### config.mk
export PLATFORM = sky130hd
export DESIGN_NAME = uart_tx_arbiter
export DESIGN_NICKNAME = d
export VERILOG_FILES = /design/src/rtl/uart_tx_arbiter.sv
export SDC_FILE = /design/constraint.sdc
export NUM_CORES = 1
export LEC_CHECK = 0
export CAP_MARGIN = 15
export CORE_MARGIN = 2
export CORE_UTILIZATION = 50
export CTS_BUF_LIST = sky130_fd_sc_hd__clkbuf_2
export DETAILED_ROUTE_END_ITERATION = 10
export PLACE_DENSITY_LB_ADDON = 0.08
export SYNTH_ARGS = -nofsm -noshare
export SYNTH_HDL_FRONTEND = slang
export SYNTH_SLANG_ARGS = --single-unit
### constraint.sdc
create_clock -name clk -period 4.2 [get_ports clk]
set_clock_uncertainty 0.2 [all_clocks]
set_input_delay 1.26 -clock clk [delete_from_list [all_inputs] [get_ports clk]]
set_output_delay 1.26 -clock clk [all_outputs]
set_load 0.02 [all_outputs]
### src/rtl/uart_tx_arbiter.sv
// Round-robin, packet-locked scheduler that shares one UART transmitter among NREQ
// byte-stream requesters, with an optional starvation timeout on a locked grant.
module uart_tx_arbiter #(
    parameter int unsigned NREQ    = 4,
    parameter int unsigned TIMEOUT = 1024
) (
    input  logic                clk,
    input  logic                rst_n,
    input  logic                enable_i,
    input  logic [NREQ-1:0]     req_valid_i,
    input  logic [8*NREQ-1:0]   req_byte_i,
    input  logic [NREQ-1:0]     req_last_i,
    output logic [NREQ-1:0]     req_ready_o,
    input  logic                tsr_empty_i,
    output logic                tsr_push_o,
    output logic [7:0]          tsr_byte_o,
    output logic [NREQ-1:0]     grant_o,
    output logic                busy_o,
    output logic                timeout_o
);

    localparam int unsigned IdxW    = $clog2(NREQ);
    localparam int unsigned CntW    = (TIMEOUT > 0) ? $clog2(TIMEOUT + 1) : 1;
    localparam int unsigned CntLast = (TIMEOUT > 0) ? TIMEOUT - 1 : 0;

    typedef enum logic [1:0] {StIdle, StSend, StPush} state_e;

    state_e              state_q;
    logic [NREQ-1:0]     grant_q;
    logic [IdxW-1:0]     gidx_q;
    logic [IdxW-1:0]     last_ptr_q;
    logic                release_q;
    logic [7:0]          byte_q;
    logic [CntW-1:0]     cnt_q;
    logic                push_q;
    logic                busy_q;
    logic                timeout_q;

    logic                pick_found;
    logic [IdxW-1:0]     pick_idx;
    logic [IdxW-1:0]     cand;
    logic                g_valid;
    logic                g_last;
    logic [7:0]          g_byte;
    logic                send_ok;
    logic                accept;

    // First valid requester after the previous owner, wrapping modulo NREQ.
    always_comb begin
        pick_found = 1'b0;
        pick_idx   = '0;
        cand       = '0;
        for (int unsigned k = 1; k <= NREQ; k++) begin
            cand = IdxW'((32'(last_ptr_q) + k) % NREQ);
            if (!pick_found && req_valid_i[cand]) begin
                pick_found = 1'b1;
                pick_idx   = cand;
            end
        end
    end

    assign g_valid = req_valid_i[gidx_q];
    assign g_last  = req_last_i[gidx_q];
    assign g_byte  = req_byte_i[{gidx_q, 3'b000} +: 8];
    assign send_ok = (state_q == StSend) && tsr_empty_i && enable_i;
    assign accept  = send_ok && g_valid;

    always_comb begin
        req_ready_o = '0;
        if (send_ok) begin
            req_ready_o = grant_q;
        end
    end

    always_ff @(posedge clk or negedge rst_n) begin
        if (!rst_n) begin
            state_q    <= StIdle;
            grant_q    <= '0;
            gidx_q     <= '0;
            last_ptr_q <= IdxW'(NREQ - 1);
            release_q  <= 1'b0;
            byte_q     <= 8'h00;
            cnt_q      <= '0;
            push_q     <= 1'b0;
            busy_q     <= 1'b0;
            timeout_q  <= 1'b0;
        end else begin
            push_q    <= 1'b0;
            timeout_q <= 1'b0;
            unique case (state_q)
                StIdle: begin
                    if (enable_i && pick_found) begin
                        grant_q <= NREQ'(1) << pick_idx;
                        gidx_q  <= pick_idx;
                        cnt_q   <= '0;
                        busy_q  <= 1'b1;
                        state_q <= StSend;
                    end
                end
                StSend: begin
                    if (accept) begin
                        byte_q    <= g_byte;
                        release_q <= g_last;
                        cnt_q     <= '0;
                        push_q    <= 1'b1;
                        state_q   <= StPush;
                    end else if (TIMEOUT != 0 && enable_i && !g_valid) begin
                        // Only a silent owner counts as starving; a busy transmitter does not.
                        if (cnt_q == CntW'(CntLast)) begin
                            timeout_q  <= 1'b1;
                            grant_q    <= '0;
                            last_ptr_q <= gidx_q;
                            cnt_q      <= '0;
                            busy_q     <= 1'b0;
                            state_q    <= StIdle;
                        end else begin
                            cnt_q <= cnt_q + 1'b1;
                        end
                    end
                end
                StPush: begin
                    if (release_q) begin
                        grant_q    <= '0;
                        last_ptr_q <= gidx_q;
                        busy_q     <= 1'b0;
                        state_q    <= StIdle;
                    end else begin
                        state_q <= StSend;
                    end
                end
                default: begin
                    grant_q <= '0;
                    busy_q  <= 1'b0;
                    state_q <= StIdle;
                end
            endcase
        end
    end

    assign tsr_push_o = push_q;
    assign tsr_byte_o = byte_q;
    assign grant_o    = grant_q;
    assign busy_o     = busy_q;
    assign timeout_o  = timeout_q;

endmodule
Word-level counts from Yosys, hierarchy flattened

Cells that the tools add are included.

Add/subtract/negate cells: 5
$lt $le $gt $ge: 5
Equality and inequality tests: 10
Shifts and indexed selects: 2
Mux-type cells: 55
Reduce and logical (&&, ||, !) cells: 21

Operators by type and width:

| kind                                                                 | number |
|---|---|
| 11-bit two-way mux                                                   | 4 |
| 32-bit by 6-bit indexed part select with 8-bit output                | 1 |
| 2-bit two-way mux                                                    | 12 |
| 4-bit two-way mux                                                    | 6 |
| 1-bit two-way mux                                                    | 22 |
| 11-bit case mux with 2 select lines                                  | 1 |
| 2-bit by 3-bit < comparator with 1-bit output, second input constant | 5 |
| 1-bit binary-select mux with 2-bit select                            | 6 |
| 4-bit case mux with 3 select lines                                   | 1 |
| 11-bit by 1-bit adder with 11-bit output, second input constant      | 1 |
| 11-bit by 10-bit == test with 1-bit output, second input constant    | 1 |
| 5-bit AND reduction                                                  | 2 |
| 1-bit logical AND                                                    | 8 |
| 2-bit != test, second input constant                                 | 3 |
| 3-bit by 2-bit != test with 1-bit output, second input constant      | 2 |
| 2-bit case mux with 3 select lines                                   | 1 |
| 3-bit AND reduction                                                  | 2 |
| 2-bit by 1-bit adder with 2-bit output, second input constant        | 2 |
| 2-bit adder, second input constant                                   | 2 |
| 1-bit logical NOT                                                    | 4 |
| 2-bit by 1-bit != test with 1-bit output, second input constant      | 2 |
| 2-bit case mux with 2 select lines                                   | 1 |
| 2-bit AND reduction                                                  | 2 |
| 2-bit nonzero test                                                   | 2 |
| other kinds (5)                                                      | 5 |

Bits in registers: 33
Input port bits: 44
Output and inout port bits: 19
Word-level logic and storage cells: 108

Logic depth before layout (Yosys ltp)

Word-level depth: 16
Depth in mapped cells: 6
Gate-level depth less buffers: 5

Least setup slack after synthesis

OpenSTA, ideal clock, no wires.

Path kind: in2out
From: input port enable_i
To: output port req_ready_o[0]
Data arrival time: 1849 ps
Required time: 2740 ps
Setup slack: 891 ps
Stages: 3
Path buffers: 1
Path through: and4b_1 > clkbuf_1 > and2_1

Word-level cells in the longest chain between the ends: 2

Ends and longest elaborated chain:

| element           | RTL line | source |
|---|---|---|
| from (decl)       | 9        | `input logic enable_i,` |
| 1-bit logical AND | 65       | `assign send_ok = (state_q == StSend) && tsr_empty_i && enable_i;` |
| 4-bit two-way mux | 70       | `if (send_ok) begin` |
| to (decl)         | 13       | `output logic [NREQ-1:0] req_ready_o,` |

Every way passes these cells.

Worst setup path after layout

From: input port enable_i
To: output port req_ready_o[1]

Same word-level chain as after synthesis.

==> impl_metrics.tcl <==
set metrics [dict create \
    gp_congestion 0.811 \
    max_freq_ghz 0.250 \
    cp_slowest_cell "clkdlybuf4s50_1" \
    timing.hold.ws_ps 329 \
    final_common_cell "clkdlybuf4s50_1" \
    layout_common_cells "clkdlybuf4s50_1 (58), dfrtp_1 (31), a21oi_1 (13)" \
    cap_viol_max_count 0 \
    yosysUniqueCellTypes 42 \
    synth_area_sq_um 1830 \
    synth_edf_count 0 \
    ios 63 \
    relSlewSlack 0.505 \
    criticalPathCategory "input pin to primary output" \
    min_path_type "flip-flop to flip-flop" \
    path_max_fanout 5 \
    num_rows 21 \
    setup_slack_ps 206 \
    numPortBuffers 62 \
    antenna_found_initial 0 \
    htree_num_levels 2 \
    peakVddDrop_mv 0.313 \
    die_h_um 64.5 \
    syn-num-nets 210 \
    drc 0 \
    ant_nets 0 \
    min_period_ps 3990 \
    area_delta_synth_final_pct 39.6 \
    grt_max_degree 34 \
    drt_iter0_drc 137 \
    vias_per_cell 5.80 \
    grt_first_pass_wirelength_um 7360 \
    grt_use_total 0.233 \
    hold_buffers 0 \
    die_area_sq_um 4160 \
    start_kind "input pin" \
    vias 1625 \
    cts_buffers 5 \
    clockBufferDepth 2 \
    syn_area_per_cell_sq_um 11.1 \
    critical_path.max_stage_delay_ps 510 \
    overflow 0 \
    arrival_ps 2530 \
    p_per_area_nw_per_um2 529 \
    drive_gt1_frac 0.154 \
    finalSetupTns_ps 0 \
    firstDrtPassIters 4 \
    clock_latency_ps 370 \
    cp_cell_sequence "clkdlybuf4s50_1 -> and4b_1 -> and2_1 -> dlygate4sd2_1" \
    cp.required_ps 2740 \
    path_clk_slew_ps 170 \
    cp-end-kind "primary output" \
    ys_async_sr_fraction 1.00 \
    die_w_um 64.5 \
    initial_core_util 0.536 \
    fp.coreArea_sq_um 3420 \
    setup_viol 0 \
    grt_pass1_vias 1616 \
    cts_root_buf "clkbuf_2" \
    wire_per_inst_um 16.0 \
    yosys_warnings 0 \
    hold_viol_final 0 \
    final.period_utilization 0.951 \
    fin_cells 280 \
    status "completed" \
    report.final.slew_viol_count 0 \
    drt-total-wl_um 4470 \
    n_fill_cell 238 \
    cts_sinks 33 \
    dp_worst_setup_slack_ps -41.7 \
    ys_seq_area_frac 0.452 \
    leakage_uw 0.00106 \
    place_hpwl_um 3450 \
    tightest_slew_ps 737 \
    fin_util 0.749 \
    syn_inst 165 \
    fin_nets 278 \
    rsz0062_at_grt "no" \
    cts_tree "yes" \
    ys.flop_type "dfrtp_1" \
    synth-seq-cells 33 \
    placed_cells 272 \
    num_antenna_cells 0 \
]
-- logic make-up (layout without fill, tap and decap cells) --
group	Yosys count	in the layout	share of synthesized area
simple gates	55	55	0.172
compound gates	42	42	0.144
buf+inv	11	80	0.0225
fa+ha+maj	1	1	0.00683
flops	33	33	0.452
mux	23	23	0.202
-- worst max-delay path, delay by kind of cell --
kind | cells | cell delay, ps
buf+inv | 2 | 850
simple gates | 2 | 430
-- state kept, by name, summed over array words and instances, names as in the netlist --
| signal | cells |
|---|---|
| tsr_byte_o | 8 |
| last_ptr_q | 2 |
| tsr_push_o | 1 |
| timeout_o | 1 |
| busy_o | 1 |
| state_q | 2 |
| cnt_q | 11 |
| release_q | 1 |
| grant_o | 4 |
| gidx_q | 2 |
-- synth_stat cells (all sizes together) (2+ instances only) --
master | count | area (sq um)
nand2 | 8 | 30.0
or3 | 7 | 43.8
or4 | 2 | 15.0
a32o | 2 | 20.0
o21a | 2 | 15.0
mux4 | 10 | 225
and2 | 4 | 25.0
dfstp | 2 | 52.6
nor2b | 2 | 12.5
o31ai | 2 | 15.0
o21ai | 12 | 60.1
nor2 | 6 | 22.5
nor3 | 3 | 15.0
a21o | 2 | 15.0
nand2b | 4 | 25.0
nor3b | 2 | 15.0
nand3 | 6 | 30.0
dfrtp | 31 | 776
and3 | 2 | 12.5
a21oi | 13 | 65.1
clkbuf | 5 | 18.8
inv | 5 | 18.8
nor4 | 2 | 12.5
mux2 | 12 | 135
a22o | 2 | 17.5
-- cell type report --
| cell class | instances | area (sq um) | share of cell area |
|---|---|---|---|
| multi-input cells | 121 | 962 | 0.376 |
| flip-flops and latches | 33 | 828 | 0.324 |
| repair buffers | 67 | 653 | 0.255 |
| well taps | 46 | 57.6 | 0.0225 |
| clock buffers | 5 | 25.0 | 0.00978 |
| inverters | 5 | 18.8 | 0.00734 |
| clock inverters | 3 | 12.5 | 0.00489 |
-- path summary, 6_finish.rpt --
check / start / to / slack (ps) / depth (start not counted)
max: enable_i / req_ready_o[1] / 210 / 4
min: tsr_byte_o[7] / tsr_byte_o[7] / 330 / 1
max reg2reg: gidx_q[1] / cnt_q[9] / 1430 / 4
min reg2reg: tsr_byte_o[7] / tsr_byte_o[7] / 330 / 1
max in group asynchronous: rst_n / last_ptr_q[1] / 2390 / 2
min in group asynchronous: rst_n / busy_o / 1060 / 2
-- per-stage QoR --
step / power [uW] / area (sq um)
final: 1350 / 2560
after global routing: 1440 / 2560
after detailed placement: 1210 / 2520
after CTS: 1360 / 2560
after floorplan: 943 / 1830
after global placement: 1190 / 2520
-- where the power goes --
group,internal (uW),switching (uW)
sequential,426,129
combinational,361,288
clock,36.5,111
total,824,529
-- routing by layer --
| layer | GRT usage | share of wire | vias up |
|---|---|---|---|
| met3 | 0.0747 | 0.078 | 6 |
| met2 | 0.401 | 0.52 | 73 |
| met4 | 0.0665 | 0.011 | 0 |
| met1 | 0.281 | 0.39 | 784 |
| li1 | - | - | 762 |
| met5 | 0 | 0 | - |
-- what timing repair did --
item | CTS | global route
gates resized for setup | 4 | 0
buffers inserted | 0 | 0
endpoints found under the setup margin | 4 | 0
(Power assumes the default switching activity.)
